[config.mk]
export PLATFORM = sky130hd
export DESIGN_NAME = tw36_seq
export DESIGN_NICKNAME = d
export VERILOG_FILES = /design/src/rtl/tw36_seq.sv
export SDC_FILE = /design/constraint.sdc
export NUM_CORES = 1
export LEC_CHECK = 0
export ABC_AREA = 1
export CORE_ASPECT_RATIO = 1.75
export CORE_UTILIZATION = 59
export DETAILED_ROUTE_END_ITERATION = 10
export PLACE_DENSITY = 0.84
export SETUP_SLACK_MARGIN = 0.15
export SLEW_MARGIN = 20
export SYNTH_ARGS = -nofsm -noshare
export SYNTH_HDL_FRONTEND = slang
export SYNTH_SLANG_ARGS = --single-unit
[constraint.sdc]
create_clock -name clk_i -period 4.65 [get_ports clk_i]
set_input_delay 0.93 -clock clk_i [delete_from_list [all_inputs] [get_ports clk_i]]
set_output_delay 0.93 -clock clk_i [all_outputs]
set_load 0.1 [all_outputs]
[src/rtl/tw36_seq.sv]
// Twiddle-ROM address sequencer for the mixed-radix 36-point DFT.
// Walks (k1*n2) mod 36 with an adder only; tags are delay-matched to the ROM read.
module tw36_seq #(
    parameter int TW_LAT = 0,
    parameter int AW     = 11
) (
    input  logic          clk_i,
    input  logic          rst_i,
    input  logic          start_i,
    input  logic [1:0]    mode_i,
    input  logic          conj_i,
    input  logic          en_i,
    output logic [AW-1:0] tw_addr_o,
    output logic          addr_vld_o,
    output logic          tw_vld_o,
    output logic          tw_first_o,
    output logic          tw_last_o,
    output logic          busy_o,
    output logic          done_o
);

    // state | meaning
    // IDLE  | waiting for start
    // RUN   | issuing indices; k1 past N1-1 means the last index is out
    // DONE  | one-cycle done pulse
    typedef enum logic [1:0] {IDLE, RUN, DONE} state_t;

    state_t     state_q;
    logic [1:0] mode_q;
    logic       conj_q;
    logic [3:0] k1_q, n2_q;
    logic [5:0] acc_q;
    logic [5:0] addr_q;
    logic       vld_q, first_q, last_q;

    logic [3:0] n1_lim, n2_lim;
    logic [5:0] addr_d;
    logic       step, row_end;

    always_comb begin
        n1_lim = 4'd5;
        n2_lim = 4'd5;
        case (mode_q)
            2'd1:    begin n1_lim = 4'd3; n2_lim = 4'd8; end
            2'd2:    begin n1_lim = 4'd8; n2_lim = 4'd3; end
            default: begin n1_lim = 4'd5; n2_lim = 4'd5; end
        endcase
    end

    // acc is at most 32, so the conjugate needs no modulo beyond the zero case
    assign addr_d  = (conj_q && (acc_q != 6'd0)) ? (6'd36 - acc_q) : acc_q;
    assign row_end = (n2_q == n2_lim);
    assign step    = (state_q == RUN) && en_i && (k1_q <= n1_lim);

    always_ff @(posedge clk_i) begin
        if (rst_i) begin
            state_q <= IDLE;
            mode_q  <= 2'd0;
            conj_q  <= 1'b0;
            k1_q    <= 4'd0;
            n2_q    <= 4'd0;
            acc_q   <= 6'd0;
            addr_q  <= 6'd0;
            vld_q   <= 1'b0;
            first_q <= 1'b0;
            last_q  <= 1'b0;
        end else begin
            vld_q   <= step;
            first_q <= step && (k1_q == 4'd0) && (n2_q == 4'd0);
            last_q  <= step && (k1_q == n1_lim) && row_end;
            if (step) begin
                addr_q <= addr_d;
                if (row_end) begin
                    n2_q  <= 4'd0;
                    acc_q <= 6'd0;
                    k1_q  <= k1_q + 4'd1;
                end else begin
                    n2_q  <= n2_q + 4'd1;
                    acc_q <= acc_q + {2'b00, k1_q};
                end
            end
            case (state_q)
                IDLE: begin
                    if (start_i) begin
                        mode_q  <= (mode_i == 2'd3) ? 2'd0 : mode_i;
                        conj_q  <= conj_i;
                        k1_q    <= 4'd0;
                        n2_q    <= 4'd0;
                        acc_q   <= 6'd0;
                        state_q <= RUN;
                    end
                end
                RUN:     if (k1_q > n1_lim) state_q <= DONE;
                DONE:    state_q <= IDLE;
                default: state_q <= IDLE;
            endcase
        end
    end

    assign tw_addr_o  = {{(AW-6){1'b0}}, addr_q};
    assign addr_vld_o = vld_q;
    assign busy_o     = (state_q != IDLE);
    assign done_o     = (state_q == DONE);

    generate
        if (TW_LAT == 0) begin : g_lat0
            assign tw_vld_o   = vld_q;
            assign tw_first_o = first_q;
            assign tw_last_o  = last_q;
        end else begin : g_lat1
            logic dvld_q, dfirst_q, dlast_q;
            always_ff @(posedge clk_i) begin
                if (rst_i) begin
                    dvld_q   <= 1'b0;
                    dfirst_q <= 1'b0;
                    dlast_q  <= 1'b0;
                end else begin
                    dvld_q   <= vld_q;
                    dfirst_q <= first_q;
                    dlast_q  <= last_q;
                end
            end
            assign tw_vld_o   = dvld_q;
            assign tw_first_o = dfirst_q;
            assign tw_last_o  = dlast_q;
        end
    endgenerate

endmodule

==> out/summary.txt, run 1 <==
Number of buffer cells added on primary ports = 18
Combined area of the multi-input logic cells = 1070 µm²
Critical path's largest stage delay = 1.12 ns
Sequence of cells on the critical path = nor2_1 > inv_1 > clkdlybuf4s50_1
Worst max-slew margin expressed relative to the limit = 34.8%
Global-route wire length before repair = 6.87 mm
Count of buffering cells on the critical path with inverters included = 2
Clock period minus worst slack = 2.84 ns
Data arrival time of the worst path = 1.91 ns
Global-route total usage across every layer = 26.0%
Critical-path maximum fanout = 4
Worst-path clk slew = 0.09 ns
Post CTS Setup Buffer Count = 0
Static leakage = 1.08 nW
Final critical-path share of the clock period = 61.1%
Inserted Clock Buffers = 3
Total via count after detailed routing = 1,696
Relative area change from synthesis to final layout = 12.9%
Reported max-cap violation count = 0
Number of primary I/O pins = 24
Post-layout total power = 0.578 mW
Clock network latency to the later pin of the worst-skew pair = 0.28 ns
Distinct cell type count after synthesis = 28
Number of nets at the end of the flow = 316
Vert. Die Dim = 76.1 µm
Fraction of registers with async set or reset after synthesis = 0%
Critical Setup Path Class = flop to output pin
Drt total wl = 3.78 mm
Post-CTS resize count = 0
GRT overflow = 0
Data required time of the worst path = 3.72 ns
Post-route setup TNS = 0 ns
Via density per instance = 5.09
Post-Syn Area per Cell = 6.68 µm²
Number of hold buffers added after cts = 0
Slowest cell on the critical path = sky130_fd_sc_hd__clkdlybuf4s50_1
Max Root-Sink Buffers = 2
Htree depth = 1
CTS root buffer = sky130_fd_sc_hd__clkbuf_8
Clock sink count = 28
Max-slew violation count = 0
Largest voltage drop on the vdd net = 0.216 mV
Worst-Margin Slew = 0.975 ns
Final antenna-violating net count = 0
Layout cell share with drive strength beyond 1 = 6.87%
Class of the worst hold path = flop to flop
Pin count of the biggest net entering global routing = 22
Post-detail-place hpwl = 2.97 mm
Count of fill cells added during filler insertion = 257
Number of design-rule violations left by the first detailed-router iteration = 44
Category of the worst setup path launch point = flop
Type of element capturing the critical path = output pin
Die Area = 3370 µm²
Final-report hold violation count = 0
Number of antenna violations at the first check in global routing = 0
Synthesized area = 1850 µm²
TritonCTS clock tree = built
Most frequently used flop master after synthesis = sky130_fd_sc_hd__dfxtp_1
Row count = 26
Width of the die = 44.3 µm
Core Util, Final = 70.5%
Storage cell area = 561 µm²
Drt wl/cell = 11.3 µm
Initial cell density of the core = 62.5%
Area of the placeable core = 2960 µm²
PwrDens = 277 nW/µm²
Fmax achieved = 352 MHz
Final-report setup violation count = 0
Number of DRC violations after detailed routing = 0
Status = finished clean
Cell class contributing the biggest share of worst-path delay = buffers and inverters
Via count of the first global-routing pass = 1,698
Setup repair after global routing missed its margin = no
Gate count of the mapped netlist = 277
Total of warnings raised by yosys = 0
Placer Congestion = 0.865
Number of enable-type register cells in the synthesized netlist = 0
Sequential cell area fraction in the yosys report = 30.3%
Synthesis-stage register bit count = 28
Worst clock skew = 0.00386 ns
Fin Hold WS = 0.497 ns
Number of iterations in the first detailed-routing pass = 4
# diodes = 0
[final cells by class]
cell class	count	share of cell area (%)
tap	42	2.52
multi-input combinational	201	51.4
sequential	28	26.8
timing repair buffer	18	8.63
clock inverter	1	1.44
clock buffer	3	1.98
inverter	40	7.19
[final timing paths]
kind | cells after the start | from | to | slack, ns
worst min-delay path | 2 | addr_q[3] | addr_q[3] | 0.50
worst min register to register | 2 | addr_q[3] | addr_q[3] | 0.50
worst max-delay path | 3 | state_q[0] | busy_o | 1.81
worst max register to register | 11 | mode_q[0] | n2_q[1] | 2.20
[metal layers]
metal	vias up	GRT usage (%)	part of all wire, %
li1	885	-	-
met1	751	27.9	38
met2	45	46.5	54
met3	15	2.13	3.6
met4	0	14.8	4.7
met5	-	0	0
[state kept, by name, summed over array words and instances (netlist names)]
| register | count |
|---|---|
| n2_q | 4 |
| acc_q | 6 |
| tw_last_o | 1 |
| addr_vld_o | 1 |
| addr_q | 6 |
| conj_q | 1 |
| k1_q | 4 |
| tw_first_o | 1 |
| state_q | 2 |
| mode_q | 2 |
[logic make-up after synthesis]
kind of cell / count (synthesis) / share of synthesized area [%]
buffers and inverters: 52 / 12.4
flip-flops: 28 / 30.3
XOR/XNOR: 5 / 2.37
AND/OR/NAND/NOR: 150 / 35.3
other: 1 / 0.203
AO/OA/AOI/OAI: 24 / 7.44
adder cells (fa/ha/maj): 17 / 11.9
[Yosys cell counts, drive strengths merged (2+ instances only)]
master  number  share of area, %
buf         11               4.1
nor3         3              0.81
nand4        7               2.4
xor2         5               2.4
nand3b       2              0.81
nand3       12               3.8
o21ai       13               3.5
nand2       85                18
nor2        39               9.1
a21oi        9               2.4
ha          16                11
inv         40               8.1
dfxtp       28                30
[stage by stage]
| stage | worst slack [ns] | std cells | instance area, µm² |
|---|---|---|---|
| 6_report | 1.81 | 333 | 2090 |
| 5_1_grt | 1.74 | 333 | 2090 |
| 4_1_cts | 1.81 | 333 | 2090 |
| 3_5_place_dp | 2.09 | 329 | 2020 |
| 3_3_place_gp | 2.11 | 329 | 2020 |
| 2_1_floorplan | 2.09 | 281 | 1860 |
[power breakdown]
part	total [mW]	internal, mW	switching (mW)	leakage [nW]
clock	0.192	0.115	0.0762	0.0357
combinational	0.130	0.0328	0.0970	0.820
sequential	0.256	0.249	0.00786	0.228
[placed cells by master (no fill, tap or decap), types with 2 or more instances in the layout]
| cell type | n |
|---|---|
| sky130_fd_sc_hd__nand3b_1 | 2 |
| sky130_fd_sc_hd__nand2_1 | 81 |
| sky130_fd_sc_hd__clkbuf_8 | 3 |
| sky130_fd_sc_hd__ha_1 | 16 |
| sky130_fd_sc_hd__nor2_1 | 36 |
| sky130_fd_sc_hd__nand3_1 | 10 |
| sky130_fd_sc_hd__conb_1 | 5 |
| sky130_fd_sc_hd__inv_2 | 5 |
| sky130_fd_sc_hd__nand3_2 | 2 |
| sky130_fd_sc_hd__dfxtp_1 | 28 |
| sky130_fd_sc_hd__o21ai_0 | 12 |
| sky130_fd_sc_hd__inv_1 | 35 |
| sky130_fd_sc_hd__clkdlybuf4s50_1 | 18 |
| sky130_fd_sc_hd__a21oi_1 | 9 |
| sky130_fd_sc_hd__nor2_2 | 2 |
| sky130_fd_sc_hd__xor2_1 | 5 |
| sky130_fd_sc_hd__nor3_1 | 3 |
| sky130_fd_sc_hd__nand4_1 | 7 |
| sky130_fd_sc_hd__nand2_2 | 4 |
[worst reg2reg max path: cells and delay by family, from the launching register on]
kind                     cells  cell delay [ns]
AO/OA/AOI/OAI                1             0.31
adder cells (fa/ha/maj)      2             0.55
buffers and inverters        3             0.19
flip-flops                   1             0.39
AND/OR/NAND/NOR              5             0.89
Power figures use the tool's default switching activity.
==> run 2, diff against run 1 <==
--- a/config.mk
+++ b/config.mk
@@ -7,9 +7,9 @@
 export LEC_CHECK = 0
 export ABC_AREA = 1
 export CORE_ASPECT_RATIO = 1.75
-export CORE_UTILIZATION = 59
+export CORE_UTILIZATION = 50
 export DETAILED_ROUTE_END_ITERATION = 10
-export PLACE_DENSITY = 0.84
+export PLACE_DENSITY = 0.76
 export SETUP_SLACK_MARGIN = 0.15
 export SLEW_MARGIN = 20
 export SYNTH_ARGS = -nofsm -noshare
==> constraint.sdc (replaced) <==
create_clock -name clk_i -period 2.4 [get_ports clk_i]
set_input_delay 0.48 -clock clk_i [delete_from_list [all_inputs] [get_ports clk_i]]
set_output_delay 0.48 -clock clk_i [all_outputs]
set_load 0.1 [all_outputs]
==> out/summary.txt, run 2 (synthesis gave the netlist of run 1 again) <==
Status = finished clean (unchanged)
Fmax achieved = 479 MHz
Htree depth = 1 (unchanged)
Commonest non-fill, non-tap cells in the layout = 80 x sky130_fd_sc_hd__nand2_1, 36 x sky130_fd_sc_hd__nor2_1, 35 x sky130_fd_sc_hd__inv_1 (was 81 x sky130_fd_sc_hd__nand2_1, 36 x sky130_fd_sc_hd__nor2_1, 35 x sky130_fd_sc_hd__inv_1)
Category of the worst setup path launch point = flop (unchanged)
Termination of the worst setup path = addr_q[3] (was busy_o)
TritonCTS clock tree = built (unchanged)
Clock network latency to the later pin of the worst-skew pair = 0.27 ns (was 0.28 ns)
Switching power share of the total = 33.7% (was 31.3%)
Count of buffering cells on the critical path with inverters included = 3 (was 2)
Static leakage = 1.13 nW (was 1.08 nW)
Number of nets at the end of the flow = 322 (was 316)
Vert. Die Dim = 82.5 µm (was 76.1 µm)
Final critical-path share of the clock period = 86.9%
Combinational power share = 24.7% (was 22.5%)
Sequential share of power = 47.6% (was 44.4%)
Worst setup path startpoint = mode_q[0] (was state_q[0])
Sequence of cells on the critical path = inv_1 > ha_1 > inv_1 > ha_1 > nand2_1 > inv_1 > nand3_2 > a21boi_4 > nand2_1 > nand2_1 > nor2_1 (was nor2_1 > inv_1 > clkdlybuf4s50_1)
Inserted Clock Buffers = 3 (unchanged)
RR Startpoint = mode_q[0] (unchanged)
Max-slew violation count = 0 (unchanged)
Via density per instance = 5.05 (was 5.09)
PwrDens = 495 nW/µm² (was 277 nW/µm²)
Data arrival time of the worst path = 2.26 ns (was 1.91 ns)
Type of element capturing the critical path = flop (was output pin)
Pin count of the biggest net entering global routing = 16 (was 22)
Drt total wl = 4.32 mm (was 3.78 mm)
GRT overflow = 0 (unchanged)
Critical Setup Path Class = flop to flop (was flop to output pin)
Worst clock skew = 0.00546 ns (was 0.00386 ns)
Final cell area excluding filler cells = 2110 µm² (was 2090 µm²)
Slowest cell on the critical path = sky130_fd_sc_hd__a21boi_4 (was sky130_fd_sc_hd__clkdlybuf4s50_1)
Cell class contributing the biggest share of worst-path delay = adder cells (was buffers and inverters)
Net load switching power = 0.353 mW (was 0.181 mW)
Setup repair after global routing missed its margin = no (unchanged)
Most common cell after layout, fill and taps aside = sky130_fd_sc_hd__nand2_1 (unchanged)
Critical path's largest stage delay = 0.42 ns (was 1.12 ns)
Drt wl/cell = 12.6 µm (was 11.3 µm)
Critical-path maximum fanout = 15 (was 4)
Width of the die = 48.0 µm (was 44.3 µm)
CTS root buffer = sky130_fd_sc_hd__clkbuf_8 (unchanged)
Max Root-Sink Buffers = 2 (unchanged)
Global-route wire length before repair = 6.80 mm (was 6.87 mm)
Number of antenna violations at the first check in global routing = 0 (unchanged)
Class of the worst hold path = flop to flop (unchanged)
Area of the placeable core = 3470 µm² (was 2960 µm²)
Initial cell density of the core = 53.3% (was 62.5%)
Number of cells traversed by the worst register-to-register path = 11 (unchanged)
Die Area = 3960 µm² (was 3370 µm²)
Post-route setup TNS = 0 ns (unchanged)
Relative area change from synthesis to final layout = 14.3% (was 12.9%)
Global-route total usage across every layer = 24.4% (was 26.0%)
Minimum setup slack among reg-to-reg paths = 0.31 ns (was 2.20 ns)
Final-report setup violation count = 0 (unchanged)
Final-report hold violation count = 0 (unchanged)
Clock period minus worst slack = 2.09 ns
Number of primary I/O pins = 24 (unchanged)
Number of design-rule violations left by the first detailed-router iteration = 43 (was 44)
Number of buffer cells added on primary ports = 18 (unchanged)
Clock sink count = 28 (unchanged)
Number of iterations in the first detailed-routing pass = 4 (unchanged)
Placer Congestion = 0.884 (was 0.865)
Number of DRC violations after detailed routing = 0 (unchanged)
Cell depth of the worst setup path = 11 (was 3)
Total via count after detailed routing = 1,727 (was 1,696)
Largest voltage drop on the vdd net = 0.443 mV (was 0.216 mV)
Final antenna-violating net count = 0 (unchanged)
# diodes = 0 (unchanged)
Portion of total power attributed to the clock network = 27.8% (was 33.2%)
Row count = 28 (was 26)
Post-detail-place hpwl = 3.45 mm (was 2.97 mm)
Via count of the first global-routing pass = 1,552 (was 1,698)
Data required time of the worst path = 2.58 ns (was 3.72 ns)
Reported max-cap violation count = 0 (unchanged)
Post CTS Setup Buffer Count = 0 (unchanged)
Internal Power = 0.694 mW (was 0.397 mW)
Worst-path clk slew = 0.09 ns (about the same)
Number of hold buffers added after cts = 0 (unchanged)
Largest registers = acc_q: 6 flops, addr_q: 6 flops (unchanged)
Area post-placement = 2040 µm² (was 2020 µm²)
Layout cell share with drive strength beyond 1 = 13.8% (was 6.87%)
Worst r2r dst = addr_q[3] (was n2_q[1])
-- run 2: how the worst min path moves through the flow --
stage	endpoint	slack, ns	from	cells past startpoint
finish	addr_q[3]	0.51	addr_q[3]	2
global route	addr_q[4]	0.56	addr_q[4]	2
CTS	addr_q[3]	0.52	addr_q[3]	2
detailed placement	addr_q[3]	0.51	addr_q[3]	2
global placement	addr_q[3]	0.47	addr_q[3]	2
floorplan	mode_q[0]	0.47	mode_q[0]	2
-- run 2: repair_timing --
action,in CTS,in global routing
pin swaps,0,1
gates resized for setup,2,3
endpoints found under the setup margin,1,12
-- run 2: final cells by class --
type	count	area, µm²
fillers	334	1350
flip-flops and latches	28	561
multi-input cells	201	1100
inverters	40	150
well taps	45	56.3
clock buffers	4	55.1
repair buffers	24	195
-- run 2: per-stage QoR --
step                hold WS [ns]  cells  power (mW)  setup WS (ns)  util (%)
global placement           0.466    338       0.761          0.126      58.7
finish                     0.513    342        1.05          0.313      61.0
detailed placement         0.506    338       0.764         0.0720      58.7
floorplan                  0.474    281       0.717          0.294         -
CTS                        0.520    342        1.05          0.212      60.5
global route               0.562    342        1.09          0.149      61.0
-- run 2: routing by layer --
metal	up-vias	share of wire [%]	GRT usage (%)	routed length (µm)
met5	-	0	0	0
met4	0	2.1	10.0	89
met3	8	1.7	1.52	72
met2	31	58	46.9	2520
met1	792	38	25.3	1640
li1	896	-	-	-
-- run 2: power groups by stage --
stage / registers [mW] / logic (mW) / clock network (mW)
after floorplan: 0.559 / 0.158 / 0
after CTS: 0.498 / 0.257 / 0.297
after global routing: 0.500 / 0.277 / 0.309
after detailed placement: 0.509 / 0.255 / 0
final: 0.498 / 0.258 / 0.291
after global placement: 0.508 / 0.253 / 0
-- run 2: worst register-to-register path, delay by kind of cell, from the launching register on --
kind | cells | cell delay [ns]
AND/OR/NAND/NOR | 5 | 0.42
flip-flops | 1 | 0.40
buffers and inverters | 3 | 0.20
AO/OA/AOI/OAI | 1 | 0.42
adder cells (fa/ha/maj) | 2 | 0.57
==> run 3, diff against run 2 <==
--- a/config.mk
+++ b/config.mk
@@ -9,6 +9,7 @@
 export CORE_ASPECT_RATIO = 1.75
 export CORE_UTILIZATION = 50
 export DETAILED_ROUTE_END_ITERATION = 10
+export HOLD_SLACK_MARGIN = 0.03
 export PLACE_DENSITY = 0.76
 export SETUP_SLACK_MARGIN = 0.15
 export SLEW_MARGIN = 20
==> results of run 3 <==
Final layout, timing and power as in run 2 (identical DEF).
